`config.mk`:
```
export PLATFORM = sky130hd
export DESIGN_NAME = esc_pwm_array
export DESIGN_NICKNAME = d
export VERILOG_FILES = /design/src/rtl/esc_pkg.sv /design/src/rtl/esc_pwm_channel.sv /design/src/rtl/esc_pwm_array.sv
export SDC_FILE = /design/constraint.sdc
export NUM_CORES = 1
export LEC_CHECK = 0
export ABC_AREA = 1
export CORE_UTILIZATION = 50
export DETAILED_ROUTE_END_ITERATION = 6
export PLACE_DENSITY = 0.66
export SLEW_MARGIN = 20
export SYNTH_ARGS = -nofsm -noshare
export SYNTH_HDL_FRONTEND = slang
export SYNTH_HIERARCHICAL = 1
export SYNTH_SLANG_ARGS = --single-unit
```
`constraint.sdc`:
```
create_clock -name clk -period 4.8 [get_ports clk]
set_input_delay 0.72 -clock clk [delete_from_list [all_inputs] [get_ports clk]]
set_output_delay 0.72 -clock clk [all_outputs]
set_load 0.05 [all_outputs]
```
`src/rtl/esc_pkg.sv`:
```
// Shared types and default timing constants for the ESC PWM array.
package esc_pkg;

    // Arming state machine encoding, also exported on the state output.
    typedef enum logic [1:0] {
        DISARMED = 2'd0,
        ARMING   = 2'd1,
        RUN      = 2'd2,
        FAILSAFE = 2'd3
    } esc_state_t;

    // 2 ms frame at 50 MHz.
    localparam int PERIOD_2MS    = 100000;
    // Mixer strobes held at idle speed before the motors may spin up.
    localparam int ARM_UPD_DEF   = 1000;
    // 100 ms at 50 MHz without a mixer update before failsafe.
    localparam int TIMEOUT_100MS = 5000000;

endpackage

```
`src/rtl/esc_pwm_channel.sv`:
```
// One ESC output: clamps the mixer speed word into a shadow duty, transfers it
// to the active duty only at the frame boundary, and compares against the
// shared frame counter to produce a registered pulse.
module esc_pwm_channel
    import esc_pkg::*;
#(
    parameter int IN_W  = 16,
    parameter int CNT_W = 20
) (
    input  logic             clk,
    input  logic             rst_n,
    input  logic [CNT_W-1:0] cnt_i,
    input  logic             frame_end_i,
    input  logic             speed_oe_i,
    input  logic [IN_W-1:0]  speed_i,
    input  logic             use_min_i,
    input  logic [CNT_W-1:0] min_speed_i,
    input  logic [CNT_W-1:0] max_speed_i,
    output logic             pwm_o
);

    localparam int SUM_W = CNT_W + 1;

    logic [SUM_W-1:0] sum;
    logic [CNT_W-1:0] clamped;
    logic [CNT_W-1:0] source;
    logic [CNT_W-1:0] shadow_q;
    logic [CNT_W-1:0] active_q;
    logic             pwm_q;

    // Speed plus idle offset is formed one bit wider so a large speed word
    // saturates at the ceiling instead of wrapping to a short pulse.
    assign sum     = {1'b0, min_speed_i} + SUM_W'(speed_i);
    assign clamped = (sum > {1'b0, max_speed_i}) ? max_speed_i : sum[CNT_W-1:0];

    // A misconfigured floor above the ceiling pins every source to the ceiling.
    assign source = (min_speed_i > max_speed_i) ? max_speed_i :
                    (use_min_i ? min_speed_i : shadow_q);

    // Capture every mixer update, regardless of arming state.
    always_ff @(posedge clk or negedge rst_n) begin
        if (!rst_n) begin
            shadow_q <= '0;
        end else if (speed_oe_i) begin
            shadow_q <= clamped;
        end
    end

    // Active duty only changes on the last cycle of a frame, keeping pulses whole.
    always_ff @(posedge clk or negedge rst_n) begin
        if (!rst_n) begin
            active_q <= '0;
        end else if (frame_end_i) begin
            active_q <= source;
        end
    end

    // Registered compare so the pin never glitches while duty or counter move.
    always_ff @(posedge clk or negedge rst_n) begin
        if (!rst_n) begin
            pwm_q <= 1'b0;
        end else begin
            pwm_q <= (cnt_i < active_q);
        end
    end

    assign pwm_o = pwm_q;

endmodule

```
`src/rtl/esc_pwm_array.sv`:
```
// N-channel ESC PWM generator: shared frame counter, arm/run/failsafe state
// machine with its arm and timeout counters, and one channel per motor.
module esc_pwm_array
    import esc_pkg::*;
#(
    parameter int N_CH    = 4,
    parameter int IN_W    = 16,
    parameter int CNT_W   = 20,
    parameter int PERIOD  = PERIOD_2MS,
    parameter int ARM_UPD = ARM_UPD_DEF,
    parameter int TIMEOUT = TIMEOUT_100MS
) (
    input  logic                 clk,
    input  logic                 rst_n,
    input  logic [N_CH*IN_W-1:0] speed_in,
    input  logic                 speed_oe,
    input  logic                 arm,
    input  logic [CNT_W-1:0]     min_speed,
    input  logic [CNT_W-1:0]     max_speed,
    output logic [N_CH-1:0]      pwm,
    output logic [1:0]           state,
    output logic                 frame_start,
    output logic                 failsafe
);

    localparam int ARM_W = $clog2(ARM_UPD + 1);
    localparam int TO_W  = $clog2(TIMEOUT + 1);

    logic [CNT_W-1:0] cnt_q;
    logic             frame_start_q;
    logic             frameEnd;
    esc_state_t       state_q;
    logic [ARM_W-1:0] armCnt_q;
    logic [TO_W-1:0]  toCnt_q;
    logic             failsafe_q;
    logic             useMin;

    assign frameEnd = (cnt_q == CNT_W'(PERIOD - 1));
    assign useMin   = (state_q != RUN);

    // Free-running frame counter; frame_start is registered so it reads 0 in reset.
    always_ff @(posedge clk or negedge rst_n) begin
        if (!rst_n) begin
            cnt_q         <= '0;
            frame_start_q <= 1'b0;
        end else begin
            cnt_q         <= frameEnd ? '0 : cnt_q + 1'b1;
            frame_start_q <= frameEnd;
        end
    end

    // Arm/run/failsafe sequencing; dropping arm overrides everything.
    always_ff @(posedge clk or negedge rst_n) begin
        if (!rst_n) begin
            state_q    <= DISARMED;
            armCnt_q   <= '0;
            toCnt_q    <= '0;
            failsafe_q <= 1'b0;
        end else if (!arm) begin
            state_q    <= DISARMED;
            armCnt_q   <= '0;
            toCnt_q    <= '0;
            failsafe_q <= 1'b0;
        end else begin
            case (state_q)
                DISARMED: begin
                    state_q  <= ARMING;
                    armCnt_q <= '0;
                    toCnt_q  <= '0;
                end
                ARMING: begin
                    if (speed_oe) begin
                        if (armCnt_q == ARM_W'(ARM_UPD - 1)) begin
                            state_q  <= RUN;
                            armCnt_q <= '0;
                            toCnt_q  <= '0;
                        end else begin
                            armCnt_q <= armCnt_q + 1'b1;
                        end
                    end
                end
                RUN: begin
                    if (speed_oe) begin
                        toCnt_q <= '0;
                    end else if (toCnt_q == TO_W'(TIMEOUT - 1)) begin
                        state_q    <= FAILSAFE;
                        toCnt_q    <= '0;
                        failsafe_q <= 1'b1;
                    end else begin
                        toCnt_q <= toCnt_q + 1'b1;
                    end
                end
                FAILSAFE: begin
                    failsafe_q <= 1'b1;
                end
                default: begin
                    state_q <= DISARMED;
                end
            endcase
        end
    end

    for (genvar ch = 0; ch < N_CH; ch++) begin : g_ch
        esc_pwm_channel #(
            .IN_W  (IN_W),
            .CNT_W (CNT_W)
        ) u_ch (
            .clk         (clk),
            .rst_n       (rst_n),
            .cnt_i       (cnt_q),
            .frame_end_i (frameEnd),
            .speed_oe_i  (speed_oe),
            .speed_i     (speed_in[ch*IN_W +: IN_W]),
            .use_min_i   (useMin),
            .min_speed_i (min_speed),
            .max_speed_i (max_speed),
            .pwm_o       (pwm[ch])
        );
    end

    assign state       = state_q;
    assign frame_start = frame_start_q;
    assign failsafe    = failsafe_q;

endmodule
```
==> impl_metrics.tcl, run 1 <==
set metrics [dict create \
    antenna_found_initial 0 \
    arrival_ns 4.73 \
    ios 116 \
    yosysWarnings 6 \
    finClkSkew_ns 0.0147 \
    avgSynthCellArea_um2 7.11 \
    status "complete, no violations" \
    p_seq_share_pct 29.7 \
    synth_top_cell_by_area "dfrtp_1" \
    grt_max_degree 153 \
    layout_min_cycle_time_ns 4.28 \
    cts_tree "yes" \
    synth.distinct_cells 55 \
    rsz0062_at_grt "false" \
    die_w_um 213 \
    initial_utilization_pct 51.2 \
    routabilityCongestion 0.944 \
    fp-row-count 76 \
    post-place-ws_ns -0.00310 \
    synth_cells 3132 \
    drc_errors 0 \
    fill_cells 4165 \
    crit_path_start_kind "primary input" \
    htree_levels 1 \
    clock_power_share_pct 31.7 \
    worst_ep_required_time_ns 5.25 \
    synthArstFlopShare_pct 100 \
    stdcell_count 3894 \
    leakagePower_nw 14.1 \
    drtPass1Iterations 6 \
    post_drt_wl_per_cell_um 19.5 \
    numCtsBuffers 27 \
    final_max_slew_viol_count 0 \
    clock.fmax_ghz 0.233 \
    synth_area_um2 22300 \
    p_sw_share_pct 38.7 \
    clk_pin_slew_ns 0.06 \
    dp_cells 3843 \
    track_usage_pct 33.7 \
    hpwlAfterDp_mm 56.6 \
    maxCapViolCount 0 \
    tightest_slew_ns 0.855 \
    syn_nets 3552 \
    cp-end-kind "flip-flop" \
    yosys-top-cells-count "764 x nand2_1, 456 x inv_1, 308 x ha_1, 264 x nand3_1, 221 x dfrtp_1" \
    cp_max_fo 20 \
    fp.dieH_um 213 \
    synth_edf_count 0 \
    layout-drive-gt1-share_pct 9.62 \
    post_cts_resized 0 \
    critPathKind "in2reg" \
    overflow 0 \
    pwr-share-comb_pct 38.6 \
    cts_buffer_depth 3 \
    num_vias 21800 \
    die_area_um2 45400 \
    synth_top_cell_area_share_pct 24.8 \
    hold_violations 0 \
    layout.nets 3707 \
    ir_drop_mv 0.291 \
    routed_wl_mm 76.1 \
    synthFlopType "dfrtp_1" \
    hp-class "in2async" \
    place_area_um2 24500 \
    coreArea_um2 43500 \
    grt_pass1_wl_mm 116 \
    via_per_inst 5.60 \
    stdcell_area_um2 25500 \
    synth_seq_cells 221 \
    synth_most_common_cell "nand2_1" \
    dr.first_iter.drc_count 2156 \
    grt_pass1_vias 20300 \
    relSlewSlack_pct 41.6 \
    ant_nets 0 \
    cts_hold_buf 0 \
    reg2regPathDepth 9 \
    numPortBuffers 115 \
    p_switching_mw 2.76 \
    clockRootBuffer "clkbuf_16" \
    finalSetupViolations 0 \
    internal_power_mw 4.37 \
    clock_latency_ns 0.56 \
    area_delta_synth_final_pct 14.6 \
    fin_crit_sh_pct 89.2 \
    setup_ws_ns 0.516 \
    p_per_area_nw_per_um2 279 \
    netlist_top_cells_area "dfrtp_1 25%, ha_1 17%, nand2_1 13%" \
    cts.sinks 221 \
    yosysSeqAreaShare_pct 24.8 \
    fin_tns_setup_ns 0 \
    post_cts_buffers 0 \
]
## power groups by stage
stage          Combinational (mW)  Sequential (mW)  Clock (mW)
3_3_place_gp                 2.65             2.14           0
2_1_floorplan                1.86             2.14           0
6_report                     2.75             2.12        2.26
4_1_cts                      2.71             2.11        2.29
3_5_place_dp                 2.70             2.14           0
5_1_grt                      3.05             2.13        2.36
## final cells by class
type	count	area (um2)	share of cell area, %
clock inverters	16	234	0.917
well taps	585	732	2.87
diodes	2	5.00	0.0196
multi-input cells	2345	14400	56.5
repair buffers	216	2070	8.13
clock buffers	33	738	2.89
inverters	476	1790	7.02
flip-flops and latches	221	5530	21.7
## layer usage
layer,GRT usage [%],share of wire (%)
met1,45.1,43
met2,53.7,45
met3,5.82,8.3
met4,13.3,3.8
met5,0,0
## final timing paths
| check | to | slack, ns | from |
|---|---|---|---|
| min in group clk | g_ch[1].u_ch/shadow_q[17] | 0.48 | g_ch[1].u_ch/shadow_q[17] |
| worst max-delay path | g_ch[0].u_ch/shadow_q[15] | 0.52 | min_speed[0] |
| worst min-delay path | toCnt_q[14] | 0.18 | rst_n |
| max in group asynchronous | g_ch[1].u_ch/active_q[6] | 3.42 | rst_n |
| worst max register to register | g_ch[0].u_ch/active_q[1] | 1.73 | cnt_q[0] |
| worst min register to register | g_ch[1].u_ch/shadow_q[17] | 0.48 | g_ch[1].u_ch/shadow_q[17] |
## state kept, by name (all words and copies together), names as in the netlist
register,flops
cnt_q,20
g_ch.u_ch/shadow_q,80
g_ch.u_ch/active_q,80
state,2
failsafe,1
armCnt_q,10
g_ch.u_ch/pwm_o,4
frame_start,1
toCnt_q,23
## logic make-up after synthesis
group           count (synthesis)  synth area share (%)
simple gates                 1439                  29.3
compound gates                446                  11.6
fa+ha+maj                     312                  17.7
flops                         221                  24.8
mux                            60                  2.70
xor+xnor                       88                  3.46
buf+inv                       566                  10.5
## layout by cell type (no fill, tap or decap), types with 17 or more instances in the layout
master / n
a21oi_1: 157
buf_4: 89
clkbuf_16: 27
clkdlybuf4s50_1: 113
dfrtp_1: 221
ha_1: 308
inv_1: 455
inv_2: 17
mux2i_1: 60
nand2_1: 764
nand2_2: 61
nand3_1: 264
nand3_2: 50
nand4_1: 44
nor2_1: 194
nor3_1: 30
o211ai_1: 52
o21ai_0: 97
o21ai_1: 76
xnor2_1: 19
xor2_1: 69
## stage by stage
stage	utilization [%]	power, mW	hold WS [ns]
3_5_place_dp	56.5	4.84	0.460
3_3_place_gp	56.5	4.79	0.456
2_1_floorplan	-	4.00	0.424
4_1_cts	58.7	7.11	0.233
6_report	58.7	7.12	0.182
5_1_grt	58.7	7.54	0.254
## critical path, stage by stage
cell and delay [ns]:
clkdlybuf4s50_1 0.51, buf_12 0.18, ha_1 0.18, inv_1 0.06, fa_1 0.38, nand3b_1 0.17, nand2_1 0.10, a21boi_2 0.08
o21ai_0 0.28, a21oi_1 0.12, xor2_1 0.27, inv_1 0.09, ha_1 0.29, a21oi_1 0.16, nor2_1 0.06, a211oi_1 0.20
nand2_1 0.08, nand2_1 0.06, nand2_1 0.04, nand2_1 0.07, nand2_2 0.06, nand2_2 0.30, nand2_1 0.13, nand3_1 0.09
nand2_1 0.05
(Power assumes the default switching activity.)
==> run 2, diff against run 1 <==
--- a/config.mk
+++ b/config.mk
@@ -5,10 +5,11 @@
 export SDC_FILE = /design/constraint.sdc
 export NUM_CORES = 1
 export LEC_CHECK = 0
-export ABC_AREA = 1
+export CELL_PAD_IN_SITES_DETAIL_PLACEMENT = 1
+export CELL_PAD_IN_SITES_GLOBAL_PLACEMENT = 1
 export CORE_UTILIZATION = 50
 export DETAILED_ROUTE_END_ITERATION = 6
-export PLACE_DENSITY = 0.66
+export PLACE_DENSITY = 0.84
 export SLEW_MARGIN = 20
 export SYNTH_ARGS = -nofsm -noshare
 export SYNTH_HDL_FRONTEND = slang
==> run 2 against run 1 <==
Effect of this change:
- utilization grew 4.6 points
- non-clock buffer count is 192 higher
- first-iteration DRC count shrank 19%
- register-to-register slack lost 0.11 ns
- cell count down 17%
- maximum frequency decreased by 7.5%
- clock skew decreased by 0.0035 ns
- critical path type unchanged
==> impl_metrics.tcl, run 2 <==
set metrics [dict create \
    dr.first_iter.drc_count 1743 \
    layout-drive-gt1-share_pct 17.9 \
    cts_tree "yes" \
    reg_top3 "g_ch.u_ch/active_q x80, g_ch.u_ch/shadow_q x80, toCnt_q x23" \
    worst_ep_required_time_ns 5.20 \
    post_drt_wl_per_cell_um 26.2 \
    synthFlopType "dfrtp_1" \
    final_common_cell "ha_1" \
    coreArea_um2 40100 \
    hold_violations 0 \
    synth_most_common_cell "ha_1" \
    n_antenna_cell 0 \
    hp-class "in2async" \
    synthArstFlopShare_pct 100 \
    relSlewSlack_pct 34.0 \
    avgSynthCellArea_um2 8.82 \
    mostFrequentLayoutCells "307 x ha_1, 264 x buf_4, 221 x dfrtp_1" \
    yosysWarnings 6 \
    critPathKind "in2reg" \
    wl_met2_mm 39.2 \
    routed.top_layer "met4" \
    overflow 0 \
    clk_pin_slew_ns 0.06 \
    holdWs_ns 0.0791 \
    drtPass1Iterations 5 \
    postLayoutCoreUtil_pct 63.3 \
    reg2reg_from "cnt_q[1]" \
    routed_wl_mm 84.1 \
    synth_cells 2321 \
    final_max_slew_viol_count 0 \
    synth.distinct_cells 77 \
    die_area_um2 41700 \
    clock_latency_ns 0.56 \
    num_vias 20800 \
    track_usage_pct 39.8 \
    htree_levels 1 \
    clock.fmax_ghz 0.216 \
    grt_pass1_wl_mm 127 \
    antenna_found_initial 0 \
    leakagePower_nw 12.3 \
    tightest_slew_ns 0.987 \
    layout_min_cycle_time_ns 4.63 \
    clockRootBuffer "clkbuf_16" \
    cp-end-kind "flip-flop" \
    finClkSkew_ns 0.0112 \
    status "complete, no violations" \
    syn_nets 2741 \
    numPortBuffers 115 \
    synth_seq_cells 221 \
    maxCapViolCount 0 \
    fp.dieH_um 204 \
    via_per_inst 6.47 \
    drc_errors 0 \
    yosysSeqAreaShare_pct 27.0 \
    netlist_top_cells_area "dfrtp_1 27%, ha_1 19%, a21oi_1 4.0%" \
    met3_length_mm 6.17 \
    fin_crit_sh_pct 96.5 \
    synth_edf_count 0 \
    arrival_ns 5.03 \
    routabilityCongestion 0.964 \
    met1Wirelength_mm 33.4 \
    hpwlAfterDp_mm 61.8 \
    stdcell_area_um2 25400 \
    synth_top_cell_area_share_pct 27.0 \
    area_delta_synth_final_pct 24.1 \
    numCtsBuffers 27 \
    setup.worst_path.start "speed_in[0]" \
    ant_nets 0 \
    initial_utilization_pct 51.0 \
    ir_drop_mv 0.237 \
    finalSetupViolations 0 \
    synth_top_cell_by_area "dfrtp_1" \
    grt_pass1_vias 21800 \
    synth_area_um2 20500 \
    dp_cells 3153 \
    place_area_um2 24200 \
    cp_max_fo 10 \
    p_per_area_nw_per_um2 295 \
    die_w_um 204 \
    cts.sinks 221 \
    cts_buffer_depth 3 \
    ios 116 \
    grt_max_degree 125 \
    yosys-top-cells-count "308 x ha_1, 221 x dfrtp_1, 219 x inv_1, 173 x nand2_1, 165 x a21oi_1" \
    layout.nets 3090 \
    fp-row-count 73 \
    stdcell_count 3214 \
    fin_tns_setup_ns 0 \
    crit_path_start_kind "primary input" \
]
[run 2: changes by cell type in the layout (fill, tap and decap cells not counted), moves of 33 or more]
cell,before,now
o221ai_1,0,74
xnor2_1,19,54
inv_1,455,218
nand3_2,50,0
a21o_1,11,44
nand2_1,764,173
o21ai_1,76,17
nand2_2,61,0
o211ai_1,52,6
nand3_1,264,135
mux2_2,0,73
nor2_1,194,156
buf_4,89,264
[run 2: path summary, 6_finish.rpt]
| kind | to | slack, ns | cells past startpoint |
|---|---|---|---|
| max | g_ch[0].u_ch/shadow_q[15] | 0.17 | 20 |
| min | toCnt_q[19] | 0.08 | 1 |
| max reg2reg | g_ch[2].u_ch/active_q[2] | 1.62 | 6 |
| min reg2reg | failsafe | 0.49 | 1 |
| max in group asynchronous | g_ch[3].u_ch/shadow_q[14] | 3.41 | 3 |
| min in group clk | failsafe | 0.49 | 1 |
[run 2: logic make-up (layout without fill, tap and decap cells)]
family	after synthesis	in the layout	share of synthesized area, %
simple gates	668	668	15.8
compound gates	579	579	20.2
fa+ha+maj	312	312	19.2
buf+inv	307	675	6.41
flops	221	221	27.0
mux	140	140	7.29
xor+xnor	94	94	4.02
[run 2: final cells by class]
type	instances	area, um2
well taps	525	657
repair buffers	408	3730
clock inverters	8	46.3
fillers	4632	14700
flip-flops and latches	221	5530
clock buffers	40	795
multi-input cells	1793	13800
inverters	219	827
[run 2: report_power, final]
| part | switching (mW) | internal (mW) | total (mW) |
|---|---|---|---|
| registers | 0.150 | 2.05 | 2.20 |
| logic | 1.86 | 1.47 | 3.32 |
| clock network | 0.835 | 1.14 | 1.97 |
[run 2: what timing repair did]
| item | CTS | global route |
|---|---|---|
| setup buffers | 7 | 2 |
| pin swaps | 5 | 8 |
| endpoints found under the setup margin | 61 | 78 |
| hold buffers | 0 | 0 |
| resized for setup | 22 | 22 |
| cloned | 3 | 0 |
[run 2: worst max-delay path: stages]
cell,delay [ns]
clkdlybuf4s50_1,0.51
ha_1,0.20
inv_1,0.07
fa_1,0.39
nand2b_1,0.21
a21oi_2,0.17
o31a_2,0.22
a31oi_4,0.11
o31ai_4,0.26
buf_4,0.17
nand3_1,0.10
xnor2_1,0.18
ha_1,0.32
nand3_1,0.15
o41ai_2,0.34
a211oi_2,0.11
o2bb2ai_4,0.24
buf_12,0.16
mux2i_1,0.27
a21oi_1,0.13
[run 2: per-layer routing]
metal / global-route usage, % / vias up
met5: 0 / -
met4: 22.2 / 0
met2: 66.3 / 933
li1: - / 9218
met3: 5.72 / 291
met1: 49.2 / 10400
[run 2: stage by stage]
stage          worst slack, ns  power, mW
2_1_floorplan            0.422       3.97
3_3_place_gp            -0.552       5.10
3_5_place_dp            -0.802       5.27
4_1_cts                 0.0172       7.37
5_1_grt                -0.0368       7.79
6_report                 0.167       7.49
